<file path="src/rtl/clock_datapath.sv">
// Time-of-day, alarm and snooze counters for the alarm-clock FSM.
// Optional macro ADJ_CARRY_EN: time-minute adjust carries/borrows into hours.
module clock_datapath #(
  parameter int unsigned SNOOZE_SECS    = 300,
  parameter int unsigned ALARM_RST_HOUR = 6,
  parameter int unsigned ALARM_RST_MIN  = 0
) (
  input  logic       clk,
  input  logic       rst,
  input  logic       tick_1hz,
  input  logic       adjust,
  input  logic [4:0] EN,
  input  logic       up,
  input  logic       down,
  input  logic       snoozeEN,
  input  logic       snooze_rst,
  output logic [5:0] secs,
  output logic [5:0] mins,
  output logic [4:0] hours,
  output logic [5:0] alarm_min,
  output logic [4:0] alarm_hour,
  output logic       Z,
  output logic       z_s
);

  localparam logic [4:0] AlarmRstHour = 5'(ALARM_RST_HOUR);
  localparam logic [5:0] AlarmRstMin  = 6'(ALARM_RST_MIN);
  localparam logic [8:0] SnoozeSecs   = 9'(SNOOZE_SECS);

  logic [5:0] secs_q, secs_d;
  logic [5:0] mins_q, mins_d;
  logic [4:0] hours_q, hours_d;
  logic [5:0] alarm_min_q, alarm_min_d;
  logic [4:0] alarm_hour_q, alarm_hour_d;
  logic [8:0] snooze_cnt_q, snooze_cnt_d;
  logic       z_q, z_d;
  logic       z_s_q, z_s_d;
  logic       step;

  logic unused_en0;
  assign unused_en0 = EN[0];

  function automatic logic [5:0] step60(input logic [5:0] v, input logic dir_up);
    if (dir_up) return (v == 6'd59) ? 6'd0 : v + 6'd1;
    else        return (v == 6'd0) ? 6'd59 : v - 6'd1;
  endfunction

  function automatic logic [4:0] step24(input logic [4:0] v, input logic dir_up);
    if (dir_up) return (v == 5'd23) ? 5'd0 : v + 5'd1;
    else        return (v == 5'd0) ? 5'd23 : v - 5'd1;
  endfunction

  // Opposing pulses in the same cycle cancel out.
  assign step = up ^ down;

  always_comb begin
    secs_d       = secs_q;
    mins_d       = mins_q;
    hours_d      = hours_q;
    alarm_min_d  = alarm_min_q;
    alarm_hour_d = alarm_hour_q;

    if (!adjust) begin
      if (tick_1hz) begin
        if (secs_q == 6'd59) begin
          secs_d = 6'd0;
          if (mins_q == 6'd59) begin
            mins_d  = 6'd0;
            hours_d = step24(hours_q, 1'b1);
          end else begin
            mins_d = mins_q + 6'd1;
          end
        end else begin
          secs_d = secs_q + 6'd1;
        end
      end
    end else if (step) begin
      if (EN[4]) hours_d = step24(hours_q, up);
      if (EN[3]) begin
        mins_d = step60(mins_q, up);
`ifdef ADJ_CARRY_EN
        if ((up && mins_q == 6'd59) || (!up && mins_q == 6'd0)) begin
          hours_d = step24(hours_d, up);
        end
`endif
      end
      if (EN[4] || EN[3]) secs_d = 6'd0;
      if (EN[2]) alarm_hour_d = step24(alarm_hour_q, up);
      if (EN[1]) alarm_min_d = step60(alarm_min_q, up);
    end
  end

  always_comb begin
    snooze_cnt_d = snooze_cnt_q;
    z_s_d        = (snooze_cnt_q == SnoozeSecs);
    if (snooze_rst) begin
      snooze_cnt_d = 9'd0;
      z_s_d        = 1'b0;
    end else if (snoozeEN && tick_1hz && (snooze_cnt_q < SnoozeSecs)) begin
      snooze_cnt_d = snooze_cnt_q + 9'd1;
    end
  end

  // Compares current register values, so Z trails the counters by one cycle.
  assign z_d = (hours_q == alarm_hour_q) && (mins_q == alarm_min_q);

  always_ff @(posedge clk or posedge rst) begin
    if (rst) begin
      secs_q       <= 6'd0;
      mins_q       <= 6'd0;
      hours_q      <= 5'd0;
      alarm_min_q  <= AlarmRstMin;
      alarm_hour_q <= AlarmRstHour;
      snooze_cnt_q <= 9'd0;
      z_q          <= 1'b0;
      z_s_q        <= 1'b0;
    end else begin
      secs_q       <= secs_d;
      mins_q       <= mins_d;
      hours_q      <= hours_d;
      alarm_min_q  <= alarm_min_d;
      alarm_hour_q <= alarm_hour_d;
      snooze_cnt_q <= snooze_cnt_d;
      z_q          <= z_d;
      z_s_q        <= z_s_d;
    end
  end

  assign secs       = secs_q;
  assign mins       = mins_q;
  assign hours      = hours_q;
  assign alarm_min  = alarm_min_q;
  assign alarm_hour = alarm_hour_q;
  assign Z          = z_q;
  assign z_s        = z_s_q;

endmodule

</file>
<file path="config.mk">
export PLATFORM = sky130hd
export DESIGN_NAME = clock_datapath
export DESIGN_NICKNAME = d
export VERILOG_FILES = /design/src/rtl/clock_datapath.sv
export SDC_FILE = /design/constraint.sdc
export NUM_CORES = 1
export LEC_CHECK = 0
export ABC_AREA = 1
export BUFFER_PORTS_ARGS = -buffer_cell sky130_fd_sc_hd__buf_4
export CAP_MARGIN = 10
export CORE_ASPECT_RATIO = 1.5
export CORE_MARGIN = 1
export CORE_UTILIZATION = 52
export CTS_BUF_LIST = sky130_fd_sc_hd__clkbuf_16
export DETAILED_ROUTE_END_ITERATION = 8
export PLACE_DENSITY = 0.77
export SETUP_SLACK_MARGIN = 0.02
export SLEW_MARGIN = 20
export SYNTH_ARGS = -nofsm -noshare
export SYNTH_HDL_FRONTEND = slang
export SYNTH_SLANG_ARGS = --single-unit
</file>
<file path="constraint.sdc">
create_clock -name clk -period 1.4 [get_ports clk]
set_input_delay 0.14 -clock clk [delete_from_list [all_inputs] [get_ports clk]]
set_output_delay 0.14 -clock clk [all_outputs]
set_load 0.02 [all_outputs]
</file>
==> impl_metrics.json, run 1 <==
{
  "status": "complete, but fails checks",
  "violations": "setup timing",
  "hold_depth": 2,
  "gp_congestion": 0.9237,
  "fin_cells": 587,
  "reg2regPathDepth": 6,
  "hold_violations": 0,
  "clock.fmax_ghz": 0.7079,
  "fp.coreArea_um2": 5450,
  "p_clk_share_pct": 14.4,
  "endpoint_kind": "flip-flop",
  "diodes": 0,
  "fp.dieArea_um2": 5988,
  "root_buffer": "clkbuf_16",
  "power_w": 0.007654,
  "portBuffers": 41,
  "rsz0062_at_grt": "yes",
  "dp_hpwl_um": 5572,
  "start_kind": "flip-flop",
  "power.density_nw_per_um2": 1836,
  "ys_warn_count": 0,
  "p_sw_w": 0.003432,
  "syn_area_um2": 2952,
  "critPathMaxStageDelay_ns": 0.59,
  "nNetsFinal": 542,
  "grt.overflow.total": 0,
  "die_w_um": 63.52,
  "synth.distinct_cells": 32,
  "worst_path_most_repeated_cell": "o21ai_1",
  "syn_nets": 452,
  "ctsLongestPathBuffers": 2,
  "hp-class": "input pin to flip-flop",
  "final_common_cell": "nand2_1",
  "worstPathRequired_ns": 1.57,
  "min_to": "snooze_cnt_q[8]",
  "crit_buf_inv": 0,
  "fin_crit_ns": 1.413,
  "hp-start": "snooze_rst",
  "grt_pass1_wl_um": 12790,
  "netlist_instances": 426,
  "slew_violations": 0,
  "fill_cells": 403,
  "grt_antenna_before_repair": 0,
  "vias": 3197,
  "reg2reg_from": "alarm_hour[1]",
  "p_leak_nw": 2.014,
  "worst_slack_ns": -0.01262,
  "irDropWorstVdd_mv": 1.091,
  "setup_viol": 1,
  "syn_to_final_growth_pct": 41.20,
  "detailedPlace.worstSlack_ns": -0.01054,
  "num_rows": 33,
  "grt_max_degree": 23,
  "crit_path_max_fanout": 4,
  "tightest_slew_ns": 0.3231,
  "drive_gt1_share_pct": 36.36,
  "p_comb_share_pct": 57.7,
  "p_seq_share_pct": 27.9,
  "cts_tree": "built",
  "max_slew_margin_pct": 78.46,
  "swShare_pct": 44.84,
  "numClockSinks": 39,
  "numCtsBuffers": 5,
  "cpLargestDelayFamily": "flip-flops",
  "timing.rr.end": "alarm_hour[4]",
  "avgSynthCellArea_um2": 6.929,
  "via_per_inst": 5.446,
  "pin_count": 43,
  "layout_common_cells": "110 x nand2_1, 88 x buf_4, 42 x nand3_1",
  "path_class": "flip-flop to flip-flop",
  "r2r_setup_slack_ns": -0.01,
  "drv_cap": 0,
  "placed_cells": 570,
  "p_int_w": 0.004222,
  "start_util_pct": 54.16,
  "clock_latency_ns": 0.28,
  "ys_ff_latch": 39,
  "holdWs_ns": 0.07958,
  "grt_usage_pct": 26.83,
  "min_period_over_period_pct": 100.9,
  "wl_per_cell_um": 14.12,
  "grt_pass1_vias": 2994,
  "htree_num_levels": 2,
  "crit_chain": "ha_4, nand2_4, o21ai_2, o21ai_1, o21ai_1, nand2_1",
  "async_reset_ff_share_pct": 100.0,
  "die_h_um": 94.27,
  "ant_nets": 0,
  "drt_iter0_drc": 210,
  "synth_edf_count": 0,
  "ys.flop_type": "dfrtp_1",
  "routed_wl_um": 8289,
  "detail_route.first_pass.iterations": 4,
  "critPathArrivalTime_ns": 1.58,
  "seq_area_frac_synth_pct": 33.15,
  "clk_pin_slew_ns": 0.06,
  "route.detailed.drc": 0,
  "skew_ns": 0.006498,
  "critPathSlowestCell": "dfstp_2"
}
[metrics by stage]
step	instance area, um^2	TNS [ns]	util, %
after floorplan	2980	0	-
after global placement	3654	0	67.03
after detailed placement	3654	-0.01054	67.03
after CTS	3820	0	70.09
after global routing	4168	-0.6701	76.47
final	4168	-0.01262	76.47
[cells in the mapped netlist, types with 4 or more instances]
| cell type | count | area share, % |
|---|---|---|
| nor2_2 | 5 | 1.1 |
| o21ai_0 | 21 | 3.6 |
| xnor2_1 | 8 | 2.4 |
| dfrtp_1 | 37 | 31 |
| nand4_1 | 9 | 1.9 |
| inv_1 | 45 | 5.7 |
| buf_2 | 4 | 0.68 |
| nand2_1 | 116 | 15 |
| xor2_1 | 22 | 6.5 |
| inv_2 | 6 | 0.76 |
| ha_1 | 13 | 5.5 |
| a21oi_1 | 11 | 1.9 |
| nor2_1 | 42 | 5.3 |
| o21ai_1 | 5 | 0.85 |
| nor3_1 | 8 | 1.4 |
| nand3_1 | 49 | 8.3 |
[routing by layer]
layer  GRT usage, %  up-vias  share of wire (%)
met2          49.65      103                 55
met5              0        -                  0
met1          30.15     1522                 39
met4          11.36        0                2.5
li1               -     1550                  -
met3          3.641       22                3.5
[flip-flops by register name, indices dropped and copies added, names as in the netlist]
register / cells
Z: 1
snooze_cnt_q: 9
alarm_min: 6
hours: 5
alarm_hour: 5
z_s: 1
mins: 6
secs: 6
[power groups by stage]
stage | Sequential, W | Clock [W] | Combinational (W)
after floorplan | 0.00226 | 0 | 0.00203
after global placement | 0.00200 | 0 | 0.00361
after detailed placement | 0.00201 | 0 | 0.00370
after CTS | 0.00199 | 0.00112 | 0.00375
after global routing | 0.00217 | 0.00116 | 0.00484
final | 0.00213 | 0.00110 | 0.00442
[layout make-up]
| type | instances | area, um^2 | share of cell area [%] |
|---|---|---|---|
| well taps | 70 | 87.58 | 2.101 |
| inverters | 51 | 201.4 | 4.833 |
| multi-input cells | 326 | 2021 | 48.48 |
| repair buffers | 93 | 724.4 | 17.38 |
| flip-flops and latches | 39 | 996.0 | 23.90 |
| clock inverters | 3 | 12.51 | 0.3002 |
| clock buffers | 5 | 125.1 | 3.002 |
[cell families (layout without fill, tap and decap cells)]
kind of cell,after synthesis,after routing,synth area share (%)
adder cells (fa/ha/maj),13,13,5.511
flip-flops,39,39,33.15
AND/OR/NAND/NOR,238,238,35.18
XOR/XNOR,30,30,8.902
AO/OA/AOI/OAI,45,45,8.817
buffers and inverters,61,152,8.435
[how the worst max path moves through the flow]
stage	start	to	slack (ns)	cells after the start
2_1_floorplan	alarm_hour[1]	alarm_hour[4]	0.004	6
3_3_place_gp	alarm_min[0]	alarm_min[5]	0.04	8
3_5_place_dp	alarm_hour[1]	alarm_hour[4]	-0.01	6
4_1_cts	alarm_hour[0]	alarm_hour[4]	0.02	8
5_1_grt	alarm_min[0]	alarm_min[5]	-0.1	8
6_report	alarm_hour[1]	alarm_hour[4]	-0.01	6
[repair_timing]
item | 4_1_cts | 5_1_grt
endpoints found under the setup margin | 5 | 25
hold buffers | 1 | 0
setup buffers | 1 | 7
gates cloned | 0 | 0
resized for setup | 4 | 85
hold endpoints to repair | 37 | 0
pin swaps | 1 | 27
Note: power is estimated with default switching activity, not from simulation.
==> run 2: changes to the inputs <==
- ABC_AREA: 1 -> unset
==> impl_metrics.json, run 2 <==
{
  "fp.dieArea_um2": 5644,
  "grt_usage_pct": 33.05,
  "postLayoutCoreUtil_pct": 89.23,
  "clock.fmax_ghz": 0.5806,
  "start_kind": "flip-flop",
  "gp_congestion": 0.8588,
  "rsz0062_at_grt": "yes",
  "synth_top_area_cell": "dfrtp_1",
  "final_common_cell": "buf_4",
  "yosysTopAreaCellShare_pct": 33.33,
  "layout_common_cells": "126 x buf_4, 25 x nand2_1, 22 x nor2_1",
  "portBuffers": 41,
  "dp_hpwl_um": 5665,
  "ant_nets": 0,
  "ctsLongestPathBuffers": 2,
  "detailedPlace.worstSlack_ns": -0.2978,
  "avgSynthCellArea_um2": 8.242,
  "numCtsBuffers": 5,
  "power_w": 0.008550,
  "async_reset_ff_share_pct": 100.0,
  "slew_violations": 0,
  "drt_iter0_drc": 266,
  "endpoint_kind": "flip-flop",
  "setup_viol": 25,
  "worst_slack_ns": -0.3224,
  "syn_nets": 363,
  "path_class": "flip-flop to flip-flop",
  "route.detailed.drc": 0,
  "start_util_pct": 54.20,
  "grt_pass1_vias": 3083,
  "hold_violations": 0,
  "p_leak_nw": 1.928,
  "vias": 3352,
  "fp.coreArea_um2": 5125,
  "tightest_slew_ns": 0.4747,
  "synth_top_cells_by_count": "37 x dfrtp_1, 31 x o21ai_0, 28 x nor2_1, 27 x nand2_1",
  "synth.distinct_cells": 52,
  "root_buffer": "clkbuf_16",
  "hp-class": "input pin to flip-flop",
  "reg2regPathDepth": 7,
  "nNetsFinal": 485,
  "irDropWorstVdd_mv": 1.319,
  "fin_crit_ns": 1.722,
  "ys_ff_latch": 39,
  "netlist_instances": 337,
  "power.density_nw_per_um2": 1870,
  "grt_pass1_wl_um": 14020,
  "drv_cap": 0,
  "clock_latency_ns": 0.28,
  "worstPathRequired_ns": 1.54,
  "largest_reg_flops": 9,
  "pin_count": 43,
  "syn_to_final_growth_pct": 64.64,
  "die_w_um": 61.68,
  "grt_antenna_before_repair": 1,
  "crit_path_max_fanout": 4,
  "critPathArrivalTime_ns": 1.86,
  "cts_tree": "built",
  "drive_gt1_share_pct": 53.91,
  "status": "complete, but fails checks",
  "violations": "setup timing",
  "hold_depth": 2,
  "synth_edf_count": 0,
  "grt.overflow.total": 0,
  "detail_route.first_pass.iterations": 5,
  "clk_pin_slew_ns": 0.06,
  "num_rows": 32,
  "max_slew_margin_pct": 68.35,
  "ys_warn_count": 0,
  "top_register": "snooze_cnt_q",
  "die_h_um": 91.52,
  "wl_per_cell_um": 19.60,
  "htree_num_levels": 2,
  "via_per_inst": 6.336,
  "routed_wl_um": 10370,
  "seq_area_frac_synth_pct": 35.23,
  "numClockSinks": 39,
  "fill_cells": 228,
  "syn_area_um2": 2778,
  "synth_most_common_cell": "dfrtp_1",
  "ys.flop_type": "dfrtp_1",
  "skew_ns": 0.003435,
  "min_period_over_period_pct": 123.0,
  "ys_top_cells_by_area": "dfrtp_1 33%, ha_1 5.9%, xnor2_1 5.7%, o21ai_0 5.6%, nor2_1 3.8%",
  "grt_max_degree": 40
}
==> run 2: cell type report <==
type                    count  area [um^2]  area share, %
repair buffers            137         1077          23.56
well taps                  68        85.08          1.860
multi-input cells         257         2131          46.59
flip-flops and latches     39         1002          21.92
clock buffers               5        125.1          2.736
inverters                  19        86.33          1.888
clock inverters             3        63.81          1.395
diodes                      1        2.502        0.05472
==> run 2: cell families after synthesis <==
logic type	share of synthesized area (%)
xor gates and xnor gates	7.568
buffers and inverters	6.126
AOI/OAI and AO/OA	21.80
adders and majority gates	5.856
DFF	35.23
muxes	1.532
and+or+nand+nor	21.89
==> run 2: per-layer routing <==
metal / global-route usage (%) / vias to the layer above / wire, um
met5: 0 / - / 0
met4: 17.78 / 0 / 707
met3: 4.558 / 78 / 669
met2: 57.26 / 206 / 5344
met1: 36.90 / 1613 / 3648
li1: - / 1455 / -
==> run 2: metrics by stage <==
stage	setup TNS (ns)	instances	instance area, um^2	hold WS, ns
after detailed placement	-2.895	497	3884	0.2250
after CTS	-1.912	516	4264	0.09339
after global placement	-1.657	497	3884	0.2228
final	-3.184	529	4573	0.09930
after global routing	-5.112	529	4573	0.09709
after floorplan	-1.221	337	3078	0.3158
==> run 2: power breakdown <==
group / internal (W) / switching (W) / total, W
combinational: 0.00236 / 0.00254 / 0.00490
clock: 0.00102 / 0.000499 / 0.00152
sequential: 0.00150 / 0.000636 / 0.00213
total: 0.00488 / 0.00367 / 0.00855
==> run 2: worst paths after layout <==
path,from,end,slack (ns)
min in group asynchronous,rst,snooze_cnt_q[4],0.48
hold / removal,snooze_rst,snooze_cnt_q[4],0.1
max in group asynchronous,rst,alarm_hour[1],0.66
setup / recovery,secs[0],hours[3],-0.32
hold reg to reg,secs[3],secs[3],0.58
setup reg to reg,secs[0],hours[3],-0.32
==> run 2: timing repair <==
action / CTS / global route
endpoints found under the hold margin: 37 / 0
hold buffers: 1 / 0
endpoints found under the setup margin: 30 / 35
buffers inserted: 10 / 12
cloned: 0 / 1
pin swaps: 19 / 22
gates resized for setup: 31 / 53
==> run 2: critical path, stage by stage, from the launching register on <==
cell	delay (ns)
dfrtp_2	0.39
ha_4	0.16
nand2b_4	0.06
nor4_4	0.28
buf_4	0.19
a22oi_1	0.14
o21ai_1	0.20
o21ai_0	0.15
